[src/rtl/viterbi_k4_pkg.sv]
// Shared definitions for the rate-1/2, K=4 (17/15 octal) convolutional code and its decoder.
package viterbi_k4_pkg;

  localparam int unsigned K            = 4;
  localparam int unsigned NUM_STATES   = 8;
  localparam int unsigned PM_W_DEFAULT = 6;

  // Generator taps ordered {u, d1, d2, d3}.
  localparam logic [3:0] G1 = 4'b1111;
  localparam logic [3:0] G0 = 4'b1101;

  typedef logic [PM_W_DEFAULT-1:0] pm_t;

  // Code symbol emitted when input u leaves trellis state {d1, d2, d3}.
  function automatic logic [1:0] expected_symbol(input logic [2:0] state, input logic u);
    logic [3:0] taps;
    taps = {u, state};
    return {^(taps & G1), ^(taps & G0)};
  endfunction

endpackage

[src/rtl/viterbi_acs_k4.sv]
// One add-compare-select node: two saturating candidates, ties resolved toward predecessor p0.
module viterbi_acs_k4 #(
  parameter int unsigned PM_W = 6
) (
  input  logic [PM_W-1:0] pm0,
  input  logic [PM_W-1:0] pm1,
  input  logic [1:0]      bm0,
  input  logic [1:0]      bm1,
  output logic [PM_W-1:0] pm_new,
  output logic            dec
);

  localparam logic [PM_W:0] PM_MAX = {1'b0, {PM_W{1'b1}}};

  logic [PM_W:0]   sum0;
  logic [PM_W:0]   sum1;
  logic [PM_W-1:0] cand0;
  logic [PM_W-1:0] cand1;

  always_comb begin
    sum0   = {1'b0, pm0} + {{(PM_W-1){1'b0}}, bm0};
    sum1   = {1'b0, pm1} + {{(PM_W-1){1'b0}}, bm1};
    cand0  = (sum0 > PM_MAX) ? PM_MAX[PM_W-1:0] : sum0[PM_W-1:0];
    cand1  = (sum1 > PM_MAX) ? PM_MAX[PM_W-1:0] : sum1[PM_W-1:0];
    dec    = (cand1 < cand0);
    pm_new = dec ? cand1 : cand0;
  end

endmodule

[src/rtl/viterbi_decoder_k4.sv]
// Hard-decision 8-state Viterbi decoder with register-exchange survivors and fixed decode delay.
module viterbi_decoder_k4
  import viterbi_k4_pkg::*;
#(
  parameter int unsigned TB_DEPTH  = 20,
  parameter int unsigned PM_W      = 6,
  parameter int unsigned INIT_BIAS = 8
) (
  input  logic            clk,
  input  logic            rst,
  input  logic            in_valid,
  input  logic [1:0]      in_bits,
  output logic            out_valid,
  output logic            out_bit,
  output logic [PM_W-1:0] best_metric
);

  localparam int unsigned CNT_W      = $clog2(TB_DEPTH + 1);
  localparam int unsigned PM_MAX_INT = (1 << PM_W) - 1;
  // Clamp the start bias so an oversized INIT_BIAS cannot wrap.
  localparam logic [PM_W-1:0] PM_BIAS =
    PM_W'((INIT_BIAS > PM_MAX_INT) ? PM_MAX_INT : INIT_BIAS);

  logic [PM_W-1:0]       pm_q    [NUM_STATES];
  logic [PM_W-1:0]       acs_pm  [NUM_STATES];
  logic [PM_W-1:0]       norm_pm [NUM_STATES];
  logic [TB_DEPTH-1:0]   surv_q  [NUM_STATES];
  logic [TB_DEPTH-1:0]   surv_d  [NUM_STATES];
  logic [NUM_STATES-1:0] dec;
  logic [CNT_W-1:0]      fill_q;
  logic [PM_W-1:0]       min_pm;
  logic [2:0]            best;
  logic                  best_found;

  for (genvar n = 0; n < NUM_STATES; n++) begin : g_acs
    localparam logic [2:0] N  = 3'(n);
    localparam logic [2:0] P0 = {N[1:0], 1'b0};
    localparam logic [2:0] P1 = {N[1:0], 1'b1};

    logic [1:0] diff0;
    logic [1:0] diff1;
    logic [1:0] bm0;
    logic [1:0] bm1;
    logic [2:0] sel;

    assign diff0 = in_bits ^ expected_symbol(P0, N[2]);
    assign diff1 = in_bits ^ expected_symbol(P1, N[2]);
    assign bm0   = {1'b0, diff0[1]} + {1'b0, diff0[0]};
    assign bm1   = {1'b0, diff1[1]} + {1'b0, diff1[0]};

    viterbi_acs_k4 #(
      .PM_W (PM_W)
    ) u_acs (
      .pm0    (pm_q[P0]),
      .pm1    (pm_q[P1]),
      .bm0    (bm0),
      .bm1    (bm1),
      .pm_new (acs_pm[n]),
      .dec    (dec[n])
    );

    // Register exchange: inherit the winning predecessor's history, append the hypothesised bit.
    assign sel       = dec[n] ? P1 : P0;
    assign surv_d[n] = {surv_q[sel][TB_DEPTH-2:0], N[2]};
  end

  always_comb begin
    min_pm = acs_pm[0];
    for (int i = 1; i < NUM_STATES; i++) begin
      if (acs_pm[i] < min_pm) min_pm = acs_pm[i];
    end
    for (int i = 0; i < NUM_STATES; i++) begin
      norm_pm[i] = acs_pm[i] - min_pm;
    end
    best       = 3'd0;
    best_found = 1'b0;
    for (int i = 0; i < NUM_STATES; i++) begin
      if (!best_found && norm_pm[i] == '0) begin
        best       = 3'(i);
        best_found = 1'b1;
      end
    end
  end

  always_ff @(posedge clk) begin
    if (rst) begin
      for (int i = 0; i < NUM_STATES; i++) begin
        pm_q[i]   <= (i == 0) ? '0 : PM_BIAS;
        surv_q[i] <= '0;
      end
      fill_q      <= '0;
      out_valid   <= 1'b0;
      out_bit     <= 1'b0;
      best_metric <= '0;
    end else begin
      out_valid <= 1'b0;
      if (in_valid) begin
        for (int i = 0; i < NUM_STATES; i++) begin
          pm_q[i]   <= norm_pm[i];
          surv_q[i] <= surv_d[i];
        end
        if (fill_q < CNT_W'(TB_DEPTH)) fill_q <= fill_q + 1'b1;
        out_valid   <= (fill_q >= CNT_W'(TB_DEPTH - 1));
        out_bit     <= surv_d[best][TB_DEPTH-1];
        best_metric <= norm_pm[best];
      end
    end
  end

endmodule

[config.mk]
export PLATFORM = sky130hd
export DESIGN_NAME = viterbi_decoder_k4
export DESIGN_NICKNAME = d
export VERILOG_FILES = /design/src/rtl/viterbi_k4_pkg.sv /design/src/rtl/viterbi_acs_k4.sv /design/src/rtl/viterbi_decoder_k4.sv
export SDC_FILE = /design/constraint.sdc
export NUM_CORES = 1
export LEC_CHECK = 0
export BUFFER_PORTS_ARGS = -buffer_cell sky130_fd_sc_hd__buf_2
export CORE_UTILIZATION = 30
export DETAILED_ROUTE_END_ITERATION = 8
export GPL_ROUTABILITY_DRIVEN = 0
export PLACE_DENSITY = 0.53
export SLEW_MARGIN = 10
export SYNTH_ARGS = -nofsm -noshare
export SYNTH_HDL_FRONTEND = slang
export SYNTH_HIERARCHICAL = 1
export SYNTH_SLANG_ARGS = --single-unit
export TNS_END_PERCENT = 50
[constraint.sdc]
create_clock -name clk -period 47.1 [get_ports clk]
set_input_delay 7.065 -clock clk [delete_from_list [all_inputs] [get_ports clk]]
set_output_delay 7.065 -clock clk [all_outputs]
set_load 0.005 [all_outputs]
# --- Yosys cells after proc, flatten, opt, wreduce, memory -nomap -nowiden ---
# Memories as Yosys holds them, arrays and structs flattened.
# Index checks and enable logic that the tools add are counted.
classes:
  addsub: 29
  order_cmp: 34
  bitwise_logic: 21
  muxes: 80
  n_reduce_logical: 24
op_table:
  columns: ["operator", "n"]
  rows:
  - ["$mux 6", 41]
  - ["$mux 20", 10]
  - ["$add 6x2->7", 16]
  - ["$gt 7x6->1 const B", 16]
  - ["$lt 6x6->1", 15]
  - ["$bmux 20 s3", 1]
  - ["$logic_not 6->1", 8]
  - ["$sub 6x6->6", 8]
  - ["$mux 1", 21]
  - ["$bmux 6 s3", 1]
  - ["$mux 3", 6]
  - ["$or 1x1->1", 16]
  - ["$add 1x1->2", 4]
  - ["$logic_and 1x1->1", 7]
  - ["$logic_not 1->1", 7]
  - ["$add 5x1->5 const B", 1]
  - ["$ge 5x5->1 const B", 1]
  - ["$lt 5x5->1 const B", 1]
  - ["$ge 4x4->1 const B", 1]
  - ["$not 3->4", 1]
  - ["$not 1->1", 3]
  - ["$not 2->2", 1]
  - ["$reduce_and 2->1", 1]
  - ["$reduce_or 2->1", 1]
word_totals:
  register_bits: 13
  inputBits: 5
  mem_count: 2
  out_inout_bits: 8
  mem_bits_rw: 208
  word_cells: 194
mem_list:
  columns: ["memory", "depth", "width", "rd", "rd_clocked_by_memory_dff", "wr", "line", "rtl"]
  rows:
  - ["surv_q", 8, 20, 8, 0, 8, "viterbi_decoder_k4.sv:27", "logic [TB_DEPTH-1:0] surv_q [NUM_STATES];"]
  - ["pm_q", 8, 6, 8, 0, 8, "viterbi_decoder_k4.sv:24", "logic [PM_W-1:0] pm_q [NUM_STATES];"]

# --- Longest topological paths before layout ---
logic_depth:
  word_depth: 49
  depth_mapped: 90
  ltp_nobuf: 86

# --- Hierarchy ---
# The synthesis kept the hierarchy.
by_module_without_submodules:
  columns: ["module", "seq_area_each_um2", "area_each_um2", "cells_per_inst", "n_inst"]
  rows:
  - ["viterbi_decoder_k4", 5925.7, 13106.3, 1261, 1]
  - ["viterbi_acs_k4 (g_acs[3].u_acs ...)", 0.0, 533.0, 66, 5]
  - ["viterbi_acs_k4 (g_acs[0].u_acs ...)", 0.0, 496.7, 62, 3]

# --- Worst setup path before layout ---
# Ideal clock, no wire load.
synth_path:
  kind: "input to register"
  from: "input port in_bits[0]"
  to: "register best_metric[1]"
  setup_slack_ns: 23.039
  stages: 81
  n_path_buf: 4
  arrival_time_ns: 23.945
  path_cell_list: "inv_1 -> ha_1 -> ha_1 -> fa_1 -> nand2_1 -> nor2_1 -> nor3b_1 -> ha_1 -> a21o_1 -> a21o_1 -> a221o_1 -> a31oi_4 -> mux2i_1 -> clkbuf_1 -> inv_1 -> ha_1 -> a21oi_1 -> o21ai_1 -> [... 45 more ...] -> ha_1 -> o221ai_1 -> a21o_1 -> nor3_4 -> nor2_2 -> a21oi_1 -> ha_1 -> inv_1 -> ha_1 -> a31o_1 -> maj3_2 -> maj3_2 -> xor2_1 -> or4_1 -> a211oi_2 -> o21ai_4 -> mux2_4 -> a22o_1"
synth_rtl:
  columns: ["item", "line", "rtl"]
  rows:
  - ["start: declaration", "viterbi_decoder_k4.sv:12", "input logic [1:0] in_bits,"]
  - ["end signal: assignment", "viterbi_decoder_k4.sv:105", "best_metric <= norm_pm[best];"]
  - ["end: declaration", "viterbi_decoder_k4.sv:15", "output logic [PM_W-1:0] best_metric"]

# --- Worst setup path in the final report ---
layout_path:
  from: "input port in_bits[0]"
  to: "register out_bit"
layout_rtl:
  columns: ["item", "line", "rtl"]
  rows:
  - ["$add 1x1->2 (*)", "viterbi_decoder_k4.sv:48", "assign bm0 = {1'b0, diff0[1]} + {1'b0, diff0[0]};"]
  - ["via g_acs[0].bm0[0]", "viterbi_decoder_k4.sv:42", "logic [1:0] bm0;"]
  - ["$add 6x2->7", "viterbi_acs_k4.sv:21", "sum0 = {1'b0, pm0} + {{(PM_W-1){1'b0}}, bm0};"]
  - ["$gt 7x6->1", "viterbi_acs_k4.sv:23", "cand0 = (sum0 > PM_MAX) ? PM_MAX[PM_W-1:0] : sum0[PM_W-1:0];"]
  - ["$mux 6", "viterbi_acs_k4.sv:23", null]
  - ["$lt 6x6->1", "viterbi_acs_k4.sv:25", "dec = (cand1 < cand0);"]
  - ["$mux 6", "viterbi_acs_k4.sv:26", "pm_new = dec ? cand1 : cand0;"]
  - ["$lt 6x6->1", "viterbi_decoder_k4.sv:70", "if (acs_pm[i] < min_pm) min_pm = acs_pm[i];"]
  - ["[... 32 more ...]", null, null]
  - ["$logic_and 1x1->1", "viterbi_decoder_k4.sv:78", "if (!best_found && norm_pm[i] == '0) begin"]
  - ["$mux 1", "viterbi_decoder_k4.sv:78", null]
  - ["$logic_not 1->1", "viterbi_decoder_k4.sv:78", null]
  - ["$logic_and 1x1->1", "viterbi_decoder_k4.sv:78", null]
  - ["$mux 3", "viterbi_decoder_k4.sv:78", null]
  - ["$not 3->4 (not written as such)", "viterbi_decoder_k4.sv:104", "out_bit <= surv_d[best][TB_DEPTH-1];"]
  - ["$bmux 20 s3 (*)", "viterbi_decoder_k4.sv:104", null]
  - ["$mux 20 (not written as such) (*) (2 in a row)", "viterbi_decoder_k4.sv:104", null]
  - ["end signal: assignment", "viterbi_decoder_k4.sv:104", null]
  - ["end: declaration", "viterbi_decoder_k4.sv:14", "output logic out_bit,"]
# Mark *: on every way through the listed nets, which the timed path passes. The rest lies on a longest branch. The select of a mux whose other input is x is not followed.
# A chain may end at the register's enable or synchronous reset.

==> results_dict.tcl <==
set metrics [dict create \
    status "finished, final reports clean" \
    cts_tree "built" \
    final.setup.tns_ns 0 \
    grt_overflow 0 \
    via_per_inst 5.327 \
    final_common_cell "nor2_1" \
    track_usage_pct 15.87 \
    holdBufCountCts 0 \
    critPathKind "in2reg" \
    drtPass1Iterations 5 \
    clk_pin_slew_worst_paths_ns 0.07 \
    drv_slew 0 \
    grt_max_degree 121 \
    wl_um 47160 \
    core_area_um2 56600 \
    antenna_found_initial 0 \
    critPathMostFrequentCell "ha_1" \
    die_area_um2 58500 \
    clkSinkCount 202 \
    maxSlewHeadroom_pct 19.46 \
    slowest_delay_ns 0.87 \
    path_max_fanout 20 \
    fmax_mhz 35.32 \
    rsz0062_at_grt "no" \
    skew_ns 0.02780 \
    clock_latency_ns 0.57 \
    start_kind "input pin" \
    die_h_um 241.9 \
    dp_hpwl_um 34730 \
    area_growth_pct 9.967 \
    syn-cell-area_um2 17260 \
    cp_top_family "compound AO/OA/AOI/OAI gates" \
    fin_crit_sh_pct 60.11 \
    pin_count 13 \
    synth.distinct_cells 100 \
    initial_core_util_pct 30.50 \
    die_w_um 241.9 \
    drt_iter0_drc 811 \
    drive_gt1_share_pct 8.589 \
    synth_top_flop_cell "edfxtp_1" \
    hold_violations 0 \
    n_fill_cell 5814 \
    antenna_left 0 \
    tightest_slew_ns 1.204 \
    hold_class "reg2reg" \
    grt_pass1_vias 13440 \
    cts_resized 0 \
    cts_setup_buffers 0 \
    required_ns 47.55 \
    async_flop_share_pct 0 \
    routed-via-count 13580 \
    htree_num_levels 1 \
    rows 87 \
    drc 0 \
    avgSynthCellArea_um2 9.714 \
    regArea_um2 5926 \
    cts_root_buf "clkbuf_16" \
    cts_made_buffers 25 \
    worst_setup_path_end_kind "register" \
    netlist_instances 1777 \
    synth-seq-cells 202 \
    io_buffers 12 \
    drv_cap 0 \
    grt_pass1_wl_um 74910 \
    wl_per_cell_um 18.50 \
    cp_slowest_cell "mux2i_1" \
    synth_edf_count 188 \
    final_cell_mix "nor2_1, mux2i_1, edfxtp_1" \
    setup_viol 0 \
    min_period_ns 28.31 \
    multiInputGateArea_um2 10580 \
    seq_area_frac_synth_pct 34.33 \
    ys_warn_count 6 \
    cp.arrival_ns 28.76 \
    critical_path_buf_inv_count 8 \
    layout.nets 1913 \
    clockBufferDepth 3 \
    antenna_cells 0 \
]
[through the flow]
stage          area [µm²]  util (%)  hold slack (ns)  setup slack, ns  cells
2_1_floorplan       17270         -           0.4189            23.04   1778
3_3_place_gp        18140     32.05           0.4651            19.31   2503
3_5_place_dp        18140     32.05           0.4683            18.45   2503
4_1_cts             18980     33.53           0.4808            19.07   2549
5_1_grt             18980     33.53           0.4913            17.50   2549
6_report            18980     33.53           0.4853            18.79   2549
[kinds of logic after synthesis]
kind of cell | after synthesis | share of synthesized area [%]
AOI/OAI and AO/OA | 362 | 15.64
xor gates and xnor gates | 88 | 4.552
adders and majority gates | 155 | 11.64
buffers and inverters | 183 | 4.451
DFF | 202 | 34.33
muxes | 236 | 13.90
other | 1 | 0.02172
and+or+nand+nor | 550 | 15.48
[area by class of cell]
class	instances	share of cell area (%)
sequential	202	31.22
timing repair buffer	38	1.345
clock inverter	11	0.8173
clock buffer	35	3.599
inverter	114	2.294
multi-input combinational	1393	55.74
tap	756	4.983
[worst paths after layout]
check                   endpoint  slack [ns]  cells past startpoint            from
hold / removal    best_metric[5]        0.49                      1  best_metric[5]
setup reg to reg         out_bit       26.07                     76     pm_q[0][12]
hold reg to reg   best_metric[5]        0.49                      1  best_metric[5]
setup / recovery         out_bit       18.79                     80      in_bits[0]
[synth_stat cells, types with 7 or more instances]
master / instances / area share [%]
and4_1: 9 / 0.46
and2_1: 31 / 1.1
nor2_1: 243 / 5.3
a21oi_1: 70 / 2.0
inv_1: 113 / 2.5
edfxtp_1: 188 / 33
nor2b_1: 11 / 0.40
mux2_2: 11 / 0.72
nand2_1: 76 / 1.7
clkbuf_1: 38 / 0.83
nand3b_1: 12 / 0.52
xor2_1: 28 / 1.4
o211ai_1: 8 / 0.35
dfxtp_1: 14 / 1.6
nor3_1: 23 / 0.67
o21ai_0: 70 / 2.0
a221oi_1: 7 / 0.36
nand3_1: 57 / 1.7
nand2b_1: 28 / 1.0
maj3_1: 19 / 1.1
a21o_1: 27 / 1.2
fa_1: 16 / 1.9
buf_1: 9 / 0.20
and3_1: 9 / 0.33
xnor2_1: 58 / 2.9
ha_1: 118 / 8.6
o31ai_1: 14 / 0.61
a31oi_4: 8 / 0.99
a31oi_1: 28 / 1.0
buf_2: 11 / 0.32
buf_6: 7 / 0.46
a22o_1: 8 / 0.41
mux2i_1: 219 / 13
a211oi_1: 11 / 0.48
[layer usage]
layer	vias to the layer above	global-route usage [%]	routed length, µm
li1	6555	-	-
met1	6669	21.47	22210
met2	278	26.34	21790
met3	77	1.987	1822
met4	0	4.654	1341
met5	-	0	0
[registers in the layout, indices dropped and copies added (netlist names)]
| name | flops |
|---|---|
| best_metric | 6 |
| fill_q | 5 |
| out_bit | 1 |
| out_valid | 1 |
| pm_q | 48 |
| surv_q | 141 |
Power is left out: the tool's default activity adds up to more than one toggle a clock period on the data nets, which glitch-free logic cannot reach.
